**src/rtl/console_pkg.sv**
```systemverilog
// console_pkg: control codes, FSM states and default geometry shared by the console blocks
package console_pkg;
    localparam int DEF_COLS = 40;
    localparam int DEF_ROWS = 30;
    localparam logic [7:0] C_BS    = 8'h08;
    localparam logic [7:0] C_DEL   = 8'h7F;
    localparam logic [7:0] C_CR    = 8'h0D;
    localparam logic [7:0] C_LF    = 8'h0A;
    localparam logic [7:0] C_FF    = 8'h0C;
    localparam logic [7:0] C_LEFT  = 8'h1C;
    localparam logic [7:0] C_RIGHT = 8'h1D;
    localparam logic [7:0] C_UP    = 8'h1E;
    localparam logic [7:0] C_DOWN  = 8'h1F;
    typedef enum logic [1:0] {IDLE, CLR_ALL, CLR_ROW} state_t;
endpackage

```
**src/rtl/text_console_ctrl_if.sv**
```systemverilog
// text_console_ctrl_if: byte stream in, cursor status and VRAM write port out
interface text_console_ctrl_if import console_pkg::*; #(
    parameter int COLS   = DEF_COLS,
    parameter int ROWS   = DEF_ROWS,
    parameter int X_W    = $clog2(COLS),
    parameter int Y_W    = $clog2(ROWS),
    parameter int ADDR_W = $clog2(COLS * ROWS)
);
    logic              rcv;
    logic [7:0]        data_i;
    logic              busy;
    logic              overrun;
    logic [X_W-1:0]    cursor_x;
    logic [Y_W-1:0]    cursor_y;
    logic [Y_W-1:0]    top_row;
    logic              write;
    logic [ADDR_W-1:0] addr_vram;
    logic [7:0]        character;
    modport master (
        output rcv, data_i,
        input  busy, overrun, cursor_x, cursor_y, top_row, write, addr_vram, character
    );
    modport slave (
        input  rcv, data_i,
        output busy, overrun, cursor_x, cursor_y, top_row, write, addr_vram, character
    );
endinterface

```
**src/rtl/console_addr.sv**
```systemverilog
// console_addr: screen (x,y) plus ring offset top to linear VRAM address
module console_addr #(
    parameter int COLS   = 40,
    parameter int ROWS   = 30,
    parameter int X_W    = $clog2(COLS),
    parameter int Y_W    = $clog2(ROWS),
    parameter int ADDR_W = $clog2(COLS * ROWS)
) (
    input  logic [Y_W-1:0]    top,
    input  logic [Y_W-1:0]    y,
    input  logic [X_W-1:0]    x,
    output logic [ADDR_W-1:0] addr
);
    localparam logic [Y_W:0] R = (Y_W + 1)'(ROWS);
    logic [Y_W:0] s, p;
    assign s = {1'b0, top} + {1'b0, y};
    assign p = s >= R ? s - R : s;
    assign addr = ADDR_W'(p[Y_W-1:0]) * ADDR_W'(COLS) + ADDR_W'(x);
endmodule

```
**src/rtl/text_console_ctrl.sv**
```systemverilog
// text_console_ctrl: byte stream to cursor motion and VRAM writes with clear/scroll sweeps
// CONSOLE_SCROLL_EN: line feed on the last row scrolls via top_row instead of wrapping to row 0
module text_console_ctrl import console_pkg::*; #(
    parameter int COLS   = DEF_COLS,
    parameter int ROWS   = DEF_ROWS,
    parameter int X_W    = $clog2(COLS),
    parameter int Y_W    = $clog2(ROWS),
    parameter int ADDR_W = $clog2(COLS * ROWS)
) (
    input logic clk,
    input logic rstn,
    text_console_ctrl_if.slave bus
);
`ifdef CONSOLE_SCROLL_EN
    localparam bit SCROLL = 1'b1;
`else
    localparam bit SCROLL = 1'b0;
`endif
    localparam logic [X_W-1:0]    XMAX = X_W'(COLS - 1);
    localparam logic [Y_W-1:0]    YMAX = Y_W'(ROWS - 1);
    localparam logic [X_W-1:0]    X1   = X_W'(1);
    localparam logic [Y_W-1:0]    Y1   = Y_W'(1);
    localparam logic [ADDR_W-1:0] A1   = ADDR_W'(1);
    localparam logic [ADDR_W-1:0] AMAX = ADDR_W'(COLS * ROWS - 1);
    localparam logic [ADDR_W-1:0] RMAX = ADDR_W'(COLS - 1);
    state_t            state;
    logic [X_W-1:0]    cx, nx, wx;
    logic [Y_W-1:0]    cy, ny, wy, top, ntop;
    logic [ADDR_W-1:0] cnt, waddr, addr;
    logic [7:0]        d, character;
    logic              pend, acc, prt, bs, ff, lf, wr, scroll, start_row, done, write, overrun;
    assign d   = bus.data_i;
    assign acc = bus.rcv && state == IDLE && !pend;
    assign prt = d >= 8'h20 && d != C_DEL;
    assign bs  = d == C_BS || d == C_DEL;
    assign ff  = d == C_FF;
    always_comb begin
        nx = cx;
        ny = cy;
        lf = 1'b0;
        wr = 1'b0;
        if (prt) begin
            wr = 1'b1;
            nx = cx == XMAX ? '0 : cx + X1;
            lf = cx == XMAX;
        end else if (bs) begin
            wr = cx != '0 || cy != '0;
            nx = cx != '0 ? cx - X1 : cy != '0 ? XMAX : cx;
            ny = cx == '0 && cy != '0 ? cy - Y1 : cy;
        end else if (d == C_CR) begin
            nx = '0;
            lf = 1'b1;
        end else if (d == C_LF) lf = 1'b1;
        else if (d == C_LEFT)  nx = cx == '0 ? XMAX : cx - X1;
        else if (d == C_RIGHT) nx = cx == XMAX ? '0 : cx + X1;
        else if (d == C_UP)    ny = cy == '0 ? YMAX : cy - Y1;
        else if (d == C_DOWN)  ny = cy == YMAX ? '0 : cy + Y1;
        if (lf) ny = cy != YMAX ? cy + Y1 : SCROLL ? cy : '0;
    end
    assign scroll = SCROLL && lf && cy == YMAX;
    assign ntop = scroll ? (top == YMAX ? '0 : top + Y1) : top;
    // A printable byte that scrolls writes itself first; its row clear starts one cycle later via pend
    assign start_row = pend || (acc && scroll && !prt);
    assign wx = start_row ? '0 : bs ? nx : cx;
    assign wy = start_row ? (pend ? YMAX : '0) : bs ? ny : cy;
    assign done = cnt == (state == CLR_ALL ? AMAX : RMAX);
    console_addr #(.COLS(COLS), .ROWS(ROWS), .X_W(X_W), .Y_W(Y_W), .ADDR_W(ADDR_W)) u_addr (
        .top(top), .y(wy), .x(wx), .addr(waddr)
    );
    always_ff @(posedge clk) begin
        if (!rstn) begin
            state     <= IDLE;
            cx        <= '0;
            cy        <= '0;
            top       <= '0;
            cnt       <= '0;
            pend      <= 1'b0;
            write     <= 1'b0;
            addr      <= '0;
            character <= '0;
            overrun   <= 1'b0;
        end else begin
            overrun <= bus.rcv && !acc;
            if (state != IDLE) begin
                if (done) begin
                    state <= IDLE;
                    write <= 1'b0;
                end else begin
                    cnt   <= cnt + A1;
                    addr  <= addr + A1;
                    write <= 1'b1;
                end
            end else if (pend) begin
                state     <= CLR_ROW;
                pend      <= 1'b0;
                cnt       <= '0;
                write     <= 1'b1;
                addr      <= waddr;
                character <= '0;
            end else if (acc) begin
                state     <= ff ? CLR_ALL : start_row ? CLR_ROW : IDLE;
                cx        <= ff ? '0 : nx;
                cy        <= ff ? '0 : ny;
                top       <= ff ? '0 : ntop;
                pend      <= scroll && prt;
                cnt       <= '0;
                write     <= wr || start_row || ff;
                addr      <= ff ? '0 : waddr;
                character <= prt ? d : '0;
            end else write <= 1'b0;
        end
    end
    assign bus.busy      = state != IDLE;
    assign bus.overrun   = overrun;
    assign bus.cursor_x  = cx;
    assign bus.cursor_y  = cy;
    assign bus.top_row   = top;
    assign bus.write     = write;
    assign bus.addr_vram = addr;
    assign bus.character = character;
endmodule

```
**src/flat_wrapper.sv**
```systemverilog
// flat-port wrapper written by rule: the top's interface ports become plain ports
module text_console_ctrl_flat import console_pkg::*;
#(
    parameter int COLS   = DEF_COLS,
    parameter int ROWS   = DEF_ROWS,
    parameter int X_W    = $clog2(COLS),
    parameter int Y_W    = $clog2(ROWS),
    parameter int ADDR_W = $clog2(COLS * ROWS)
)
  (clk, rstn, bus_rcv, bus_data_i, bus_busy, bus_overrun, bus_cursor_x, bus_cursor_y, bus_top_row, bus_write, bus_addr_vram, bus_character);
  text_console_ctrl_if #(.COLS(COLS), .ROWS(ROWS), .X_W(X_W), .Y_W(Y_W), .ADDR_W(ADDR_W)) bus_i ();
  input logic clk;
  input logic rstn;
  input wire logic [$bits(bus_i.rcv)-1:0] bus_rcv;
  input wire logic [$bits(bus_i.data_i)-1:0] bus_data_i;
  output wire logic [$bits(bus_i.busy)-1:0] bus_busy;
  output wire logic [$bits(bus_i.overrun)-1:0] bus_overrun;
  output wire logic [$bits(bus_i.cursor_x)-1:0] bus_cursor_x;
  output wire logic [$bits(bus_i.cursor_y)-1:0] bus_cursor_y;
  output wire logic [$bits(bus_i.top_row)-1:0] bus_top_row;
  output wire logic [$bits(bus_i.write)-1:0] bus_write;
  output wire logic [$bits(bus_i.addr_vram)-1:0] bus_addr_vram;
  output wire logic [$bits(bus_i.character)-1:0] bus_character;
  assign bus_i.rcv = bus_rcv;
  assign bus_i.data_i = bus_data_i;
  assign bus_busy = bus_i.busy;
  assign bus_overrun = bus_i.overrun;
  assign bus_cursor_x = bus_i.cursor_x;
  assign bus_cursor_y = bus_i.cursor_y;
  assign bus_top_row = bus_i.top_row;
  assign bus_write = bus_i.write;
  assign bus_addr_vram = bus_i.addr_vram;
  assign bus_character = bus_i.character;
  text_console_ctrl #(.COLS(COLS), .ROWS(ROWS), .X_W(X_W), .Y_W(Y_W), .ADDR_W(ADDR_W)) u_core (.clk(clk), .rstn(rstn), .bus(bus_i));
endmodule
```
**config.mk**
```make
export PLATFORM = sky130hd
export DESIGN_NAME = text_console_ctrl_flat
export DESIGN_NICKNAME = d
export VERILOG_FILES = /design/src/rtl/console_pkg.sv /design/src/rtl/text_console_ctrl_if.sv /design/src/rtl/console_addr.sv /design/src/rtl/text_console_ctrl.sv /design/src/flat_wrapper.sv
export SDC_FILE = /design/constraint.sdc
export NUM_CORES = 1
export LEC_CHECK = 0
export CAP_MARGIN = 20
export CORE_MARGIN = 2
export CORE_UTILIZATION = 52
export CTS_BUF_LIST = sky130_fd_sc_hd__clkbuf_4 sky130_fd_sc_hd__clkbuf_8
export DETAILED_ROUTE_END_ITERATION = 8
export PLACE_DENSITY = 0.83
export SETUP_SLACK_MARGIN = 0.4
export SYNTH_ARGS = -nofsm -noshare
export SYNTH_HDL_FRONTEND = slang
export SYNTH_SLANG_ARGS = --single-unit
```
**constraint.sdc**
```tcl
create_clock -name clk -period 6.45 [get_ports clk]
set_input_delay 1.935 -clock clk [delete_from_list [all_inputs] [get_ports clk]]
set_output_delay 1.935 -clock clk [all_outputs]
set_load 0.01 [all_outputs]
```
Yosys cells after proc, flatten, opt, wreduce, memory -nomap -nowiden

Cells that the tools add are included.

Flip-flop bits (word level): 45
Word-level logic and storage cells: 106

Bitwise gates (word level): 1
Order comparisons: 2
$mul: 1
$add $sub $neg: 8
Mux-type cells: 51
Reduce and logical (&&, ||, !) cells: 18
Equality and inequality tests: 17

Operator list:

| kind                                                                                | count |
|---|---|
| 11-bit 2-to-1 mux                                                                   | 8 |
| 5-bit 2-to-1 mux                                                                    | 16 |
| 6-bit 2-to-1 mux                                                                    | 12 |
| 8-bit by 4-bit == test with 1-bit output, second input constant                     | 4 |
| 8-bit by 5-bit == test with 1-bit output, second input constant                     | 4 |
| 11-bit by 1-bit adder with 11-bit output, second input constant                     | 2 |
| 8-bit 2-to-1 mux                                                                    | 2 |
| 11-bit by 6-bit adder with 11-bit output                                            | 1 |
| 11-bit == test                                                                      | 1 |
| 1-bit 2-to-1 mux                                                                    | 10 |
| 8-bit by 7-bit == test with 1-bit output, second input constant                     | 1 |
| 8-bit by 6-bit greater-or-equal comparator with 1-bit output, second input constant | 1 |
| 5-bit by 3-bit multiplier with 8-bit output, second input constant                  | 1 |
| 8-bit by 7-bit inequality test with 1-bit output, second input constant             | 1 |
| 6-bit by 1-bit adder with 6-bit output, second input constant                       | 1 |
| 6-bit == test, second input constant                                                | 1 |
| 6-bit logical NOT                                                                   | 1 |
| 2-bit 2-to-1 mux                                                                    | 3 |
| 2-bit AND reduction                                                                 | 3 |
| 6-bit nonzero test                                                                  | 1 |
| 6-bit by 1-bit subtractor with 6-bit output, second input constant                  | 1 |
| 5-bit by 1-bit adder with 5-bit output, second input constant                       | 1 |
| 5-bit == test, second input constant                                                | 1 |
| 5-bit greater-or-equal comparator, second input constant                            | 1 |
| other kinds (14)                                                                    | 20 |

Longest topological paths before layout

Depth after elaboration: 19
Mapped depth: 21

Cells and area by module

Synthesis repeated with hierarchy kept, for this count alone.

Cell total of the unflattened synthesis: 608
Area, all modules: 4569.4 um^2

Modules (own cells, without submodules):

| module            | cells an instance | instances | sequential area each (um^2) | area an instance (um^2) |
|---|---|---|---|---|
| text_console_ctrl | 488               | 1         | 880.8                       | 3662.3 |
| console_addr      | 120               | 1         | 0.0                         | 907.1 |

Least setup slack after synthesis

OpenSTA, ideal clock, no wires.

Path kind: input -> register
Start: input port bus_data_i[1]
End: register u_core.addr[9], in the netlist u_core.bus.addr_vram[9]
Required time: 6.321 ns
Arrival time: 6.314 ns
Path buffers: 1
Setup slack: 0.007 ns
Cell stages on the path: 19
Cells stage by stage: or4b_4 > o32a_1 > buf_2 > o31ai_1 > a22oi_2 > inv_1 > ha_1 > o211a_2 > a21oi_1 > a31oi_1 > ha_1 > ha_1 > inv_1 > fa_1 > nor4_1 > xor2_1 > nor2_1 > a221oi_1 > a31oi_1

Cells in the longest elaborated chain, start to end: 18
Elaborated cells on any way between the ends: 42
Classes of those cells: 2 x add/sub; 1 x mul; 2 x order compare; 10 x eq/ne; 25 x mux; 2 x reduce/logical

RTL lines:

| element                                                                      | RTL line                 | text |
|---|---|---|
| start, declared                                                              | flat_wrapper.sv:15       | `input wire logic [$bits(bus_i.data_i)-1:0] bus_data_i;` |
| 8-bit by 5-bit == test with 1-bit output                                     | text_console_ctrl.sv:57  | `else if (d == C_DOWN) ny = cy == YMAX ? '0 : cy + Y1;` |
| 5-bit 2-to-1 mux                                                             | text_console_ctrl.sv:57  |  |
| 5-bit 2-to-1 mux                                                             | text_console_ctrl.sv:56  | `else if (d == C_UP) ny = cy == '0 ? YMAX : cy - Y1;` |
| 5-bit 2-to-1 mux                                                             | text_console_ctrl.sv:55  | `else if (d == C_RIGHT) nx = cx == XMAX ? '0 : cx + X1;` |
| 5-bit 2-to-1 mux                                                             | text_console_ctrl.sv:54  | `else if (d == C_LEFT) nx = cx == '0 ? XMAX : cx - X1;` |
| 5-bit 2-to-1 mux                                                             | text_console_ctrl.sv:53  | `end else if (d == C_LF) lf = 1'b1;` |
| 5-bit 2-to-1 mux                                                             | text_console_ctrl.sv:50  | `end else if (d == C_CR) begin` |
| 5-bit 2-to-1 mux                                                             | text_console_ctrl.sv:46  | `end else if (bs) begin` |
| (+2 left out)                                                                | n/a                      |  |
| 5-bit 2-to-1 mux                                                             | text_console_ctrl.sv:65  | `assign wy = start_row ? (pend ? YMAX : '0) : bs ? ny : cy;` |
| 5-bit subtractor / 5-bit greater-or-equal comparator (equally long branches) | console_addr.sv:17       | `assign p = s >= R ? s - R : s;` |
| 5-bit 2-to-1 mux                                                             | console_addr.sv:17       |  |
| 5-bit by 3-bit multiplier with 8-bit output                                  | console_addr.sv:18       | `assign addr = ADDR_W'(p[Y_W-1:0]) * ADDR_W'(COLS) + ADDR_W'(x);` |
| 11-bit by 6-bit adder with 11-bit output                                     | console_addr.sv:18       |  |
| 11-bit 2-to-1 mux (*)                                                        | text_console_ctrl.sv:108 | `addr <= ff ? '0 : waddr;` |
| 11-bit 2-to-1 mux (*)                                                        | text_console_ctrl.sv:100 | `end else if (acc) begin` |
| 11-bit 2-to-1 mux (*)                                                        | text_console_ctrl.sv:84  | `if (state != IDLE) begin` |
| end signal, assigned                                                         | text_console_ctrl.sv:90  | `addr <= addr + A1;` |
| end signal, assigned                                                         | text_console_ctrl.sv:98  | `addr <= waddr;` |
| end signal, assigned                                                         | text_console_ctrl.sv:108 |  |
| end, declared                                                                | text_console_ctrl.sv:29  | `logic [ADDR_W-1:0] cnt, waddr, addr;` |

Mark *: on every way between the ends. The rest lies on a longest branch, timed or not. The select of a mux whose other input is x is not followed.
A chain may end at the register's enable or synchronous reset.

Worst setup path in the final report

Start: input port bus_data_i[6]
End: register u_core.addr[9], in the netlist u_core.bus.addr_vram[9]

Same word-level chain as after synthesis.

==> flow_metrics.py <==
metrics = {
    "global_routing": {
        "grt.total_usage_pct": 30.5,
        "grt_pass1_vias": 3923,
        "antenna_found_initial": 0,
        "grt_pass1_wl_um": 19100,
        "overflow": 0,
        "grt_max_degree": 24,
    },
    "placement": {
        "io_buffer_count": 43,
        "place_congestion": 1.07,
        "numPlacedInstances": 644,
        "dp_hpwl_um": 8540,
    },
    "timing": {
        "relSlewSlack_pct": 23.9,
        "min_period_ns": 6.13,
        "rsz0062_at_grt": "true",
        "worst_pin_slew_ns": 1.13,
        "finalCritPeriodShare_pct": 95.1,
        "setup_viol": 0,
        "fmax_mhz": 163,
        "hold_viol": 0,
        "holdWs_ns": 0.454,
        "fin_setup_tns_ns": 0,
        "skew_ns": 0.00968,
        "drv_slew": 0,
    },
    "drt": {
        "viasPerCell": 6.55,
        "wl_met3_um": 994,
        "m1WireLength_um": 5120,
        "routed.top_layer": "met4",
        "postRouteAntennaNets": 0,
        "wirelength_um": 11900,
        "wl_per_cell_um": 18.0,
        "firstDrtPassIters": 5,
        "drc": 0,
        "drt_iter0_markers": 369,
        "dr_wl_met2_um": 5550,
        "vias": 4351,
    },
    "worst_setup_path": {
        "path_max_fanout": 5,
        "path_cells": "buf_6, or4b_4, o32a_1, o31ai_4, a22oi_2, inv_2, ha_4, o211ai_1, o31ai_2, a31oi_2, ha_1, ha_2, inv_2, fa_2, xor2_4, nor4_4, xor2_2, buf_4, buf_6, o2111ai_2, a31oi_1",
        "endpoint_kind": "register",
        "critical_path_class": "input port to register",
        "arrival_ns": 6.37,
        "start_kind": "input port",
        "crit_slowest_cell": "or4b_4",
        "critPathRequiredTime_ns": 6.69,
        "slowest_delay_ns": 0.55,
    },
    "pwr": {
        "p_leak_nw": 1.86,
        "p_comb_share_pct": 19.1,
        "p_seq_share_pct": 45.2,
        "power_switching_mw": 0.193,
        "switching_share_pct": 30.2,
        "power-per-cell-area_nw_per_um2": 133,
        "ir_drop_v": 0.000102,
        "intPower_mw": 0.445,
        "power_frac_clock_pct": 35.6,
        "total_power_mw": 0.638,
    },
    "die": {
        "pin_count": 49,
        "start_util_pct": 54.1,
        "die_area_um2": 7830,
        "coreArea_um2": 6870,
        "die_height_um": 88.5,
        "rows": 30,
        "die_w_um": 88.5,
    },
    "yosys": {
        "synthAdderAreaFrac_pct": 6.81,
        "postSynthCellCount": 493,
        "synth-compound-area-share_pct": 32.3,
        "seq_area_frac_synth_pct": 23.7,
        "synth_top_family_by_area": "compound AO/OA/AOI/OAI gates",
        "yosys_register_bits": 44,
        "yosys.area_share.simple_pct": 26.1,
        "yosysUniqueCellTypes": 77,
        "synth_top_flop_cell": "dfxtp_1",
        "synth_top_area_share_pct": 23.7,
        "yosysWarnings": 0,
        "synth_xor_area_share_pct": 4.01,
        "syn_area_per_cell_um2": 7.53,
        "synth_edf_count": 0,
        "syn_area_um2": 3710,
        "yosys-top-cells-area": "dfxtp_1 24%, a21oi_1 7.4%, ha_1 5.7%",
        "synthMuxAreaShare_pct": 1.38,
        "synth_top_area_cell": "dfxtp_1",
        "synthArstFlopShare_pct": 0,
    },
    "clock_network": {
        "cts.hold.buffers_added": 0,
        "cts_tree": "built",
        "ctsHtreeMaxLevel": 2,
        "clock-sinks": 44,
        "clockBufferDepth": 2,
        "cts_root_buf": "clkbuf_8",
        "path_clk_slew_ns": 0.09,
        "worstSkewPairLatency_ns": 0.31,
        "cts_buffers": 5,
    },
    "cells_and_area": {
        "fillCellCount": 563,
        "utilization_pct": 69.9,
        "diodes": 0,
        "layoutNonFillerInstCount": 664,
        "syn_to_final_growth_pct": 29.3,
        "layout-drive-gt1-share_pct": 17.8,
        "nNetsFinal": 597,
    },
    "worst_hold_path": {
        "holdCritPathClass": "register to register",
    },
    "run": {
        "cap_violations": 0,
    },
    "status": {
        "status": "finished, final reports clean",
    },
}
==> layout by cell type, fill, tap and decap left out, drive strengths merged, types with 4 or more instances in the layout <==
| master | n |
|---|---|
| clkdlybuf4s50 | 36 |
| clkbuf | 5 |
| o31ai | 7 |
| nand2b | 8 |
| nor2 | 34 |
| inv | 16 |
| nand4 | 9 |
| o221ai | 4 |
| or4 | 4 |
| o21ai | 27 |
| and3 | 8 |
| nor4b | 5 |
| a31oi | 13 |
| dfxtp | 44 |
| conb | 5 |
| nor4 | 4 |
| nor3 | 16 |
| nand3 | 20 |
| buf | 57 |
| a21o | 6 |
| o22ai | 8 |
| o211a | 4 |
| xnor2 | 8 |
| or3 | 6 |
| nor2b | 4 |
| ha | 17 |
| a22oi | 5 |
| nand2 | 38 |
| o211ai | 7 |
| a21oi | 55 |
| mux2i | 4 |
| and2 | 6 |
| nand3b | 6 |
| xor2 | 9 |
==> registers in the layout, summed over array words and instances, names as in the netlist <==
| name | flops |
|---|---|
| u_core.bus.overrun | 1 |
| u_core.state | 1 |
| u_core.bus.cursor_y | 5 |
| u_core.cnt | 11 |
| u_core.bus.addr_vram | 11 |
| u_core.bus.character | 8 |
| u_core.bus.write | 1 |
| u_core.bus.cursor_x | 6 |
==> synth_stat cells (4+ instances only) <==
library cell and number:
nand4_1 9, inv_1 15, o211ai_1 6, xnor2_1 8
o31ai_1 7, buf_4 6, o21ai_0 26, clkbuf_1 21
nand3_1 20, mux2i_1 4, and2_1 5, o221ai_1 4
ha_1 17, xor2_1 9, or3_1 6, o22ai_1 8
nor2_1 34, nor3_1 15, dfxtp_1 44, a21oi_1 55
nor4_1 4, nand2_1 38, nor2b_1 4, and3_1 8
nand2b_1 8, nor4b_1 5, a22oi_1 4, nand3b_1 6
a21o_1 6, a31oi_1 13, buf_2 5
==> power groups by stage <==
stage / clock, mW / sequential, mW / combinational, mW
2_1_floorplan: 0 / 0.294 / 0.0685
3_3_place_gp: 0 / 0.294 / 0.116
3_5_place_dp: 0 / 0.295 / 0.117
4_1_cts: 0.231 / 0.288 / 0.117
6_report: 0.227 / 0.289 / 0.122
5_1_grt: 0.241 / 0.290 / 0.131
==> worst paths after layout <==
check	slack, ns	from	cells after the start	to
max reg2reg	0.99	u_core.bus.cursor_y[0]$_SDFFE_PN0P_	21	u_core.bus.addr_vram[9]$_SDFFE_PN0P_
min	0.45	u_core.bus.character[1]$_SDFFE_PN0P_	2	u_core.bus.character[1]$_SDFFE_PN0P_
min reg2reg	0.45	u_core.bus.character[1]$_SDFFE_PN0P_	2	u_core.bus.character[1]$_SDFFE_PN0P_
max	0.32	bus_data_i[6]	21	u_core.bus.addr_vram[9]$_SDFFE_PN0P_
==> stage by stage <==
step | cell area (um^2) | setup WS [ns]
final | 4800 | 0.317
after global routing | 4800 | 0.199
after CTS | 4670 | 0.400
after detailed placement | 4490 | -0.373
after global placement | 4490 | -0.0164
after floorplan | 3790 | 0.368
==> worst max-delay path, delay by kind of cell <==
family                     cells  cell delay, ns
and+or+nand+nor                2            0.89
buffers and inverters          5            0.49
adders and majority gates      4            1.10
xor gates and xnor gates       2            0.40
AOI/OAI and AO/OA              8            1.53
==> cell type report <==
type	count	area [um^2]	share of cell area [%]
Multi-Input combinational cell	405	2810	58.6
Sequential cell	44	881	18.3
Timing Repair Buffer	96	818	17.0
Tap cell	96	120	2.50
Clock buffer	5	68.8	1.43
Inverter	15	56.3	1.17
Clock inverter	3	46.3	0.964
==> cells by family after synthesis <==
family,after synthesis
simple gates,180
xor+xnor,17
compound gates,179
flops,44
other cells,1
mux,5
fa+ha+maj,19
buf+inv,48
==> metal layers <==
metal	vias up	global-route usage (%)
li1	2029	-
met1	2035	41.4
met2	256	50.3
met3	31	3.82
met4	0	10.1
met5	-	0
==> timing repair <==
action | 4_1_cts | 5_1_grt
pin swaps | 15 | 17
gates cloned | 0 | 0
buffers inserted | 6 | 6
gates resized for setup | 21 | 20
endpoints found under the setup margin | 3 | 3
(Power assumes the default switching activity.)
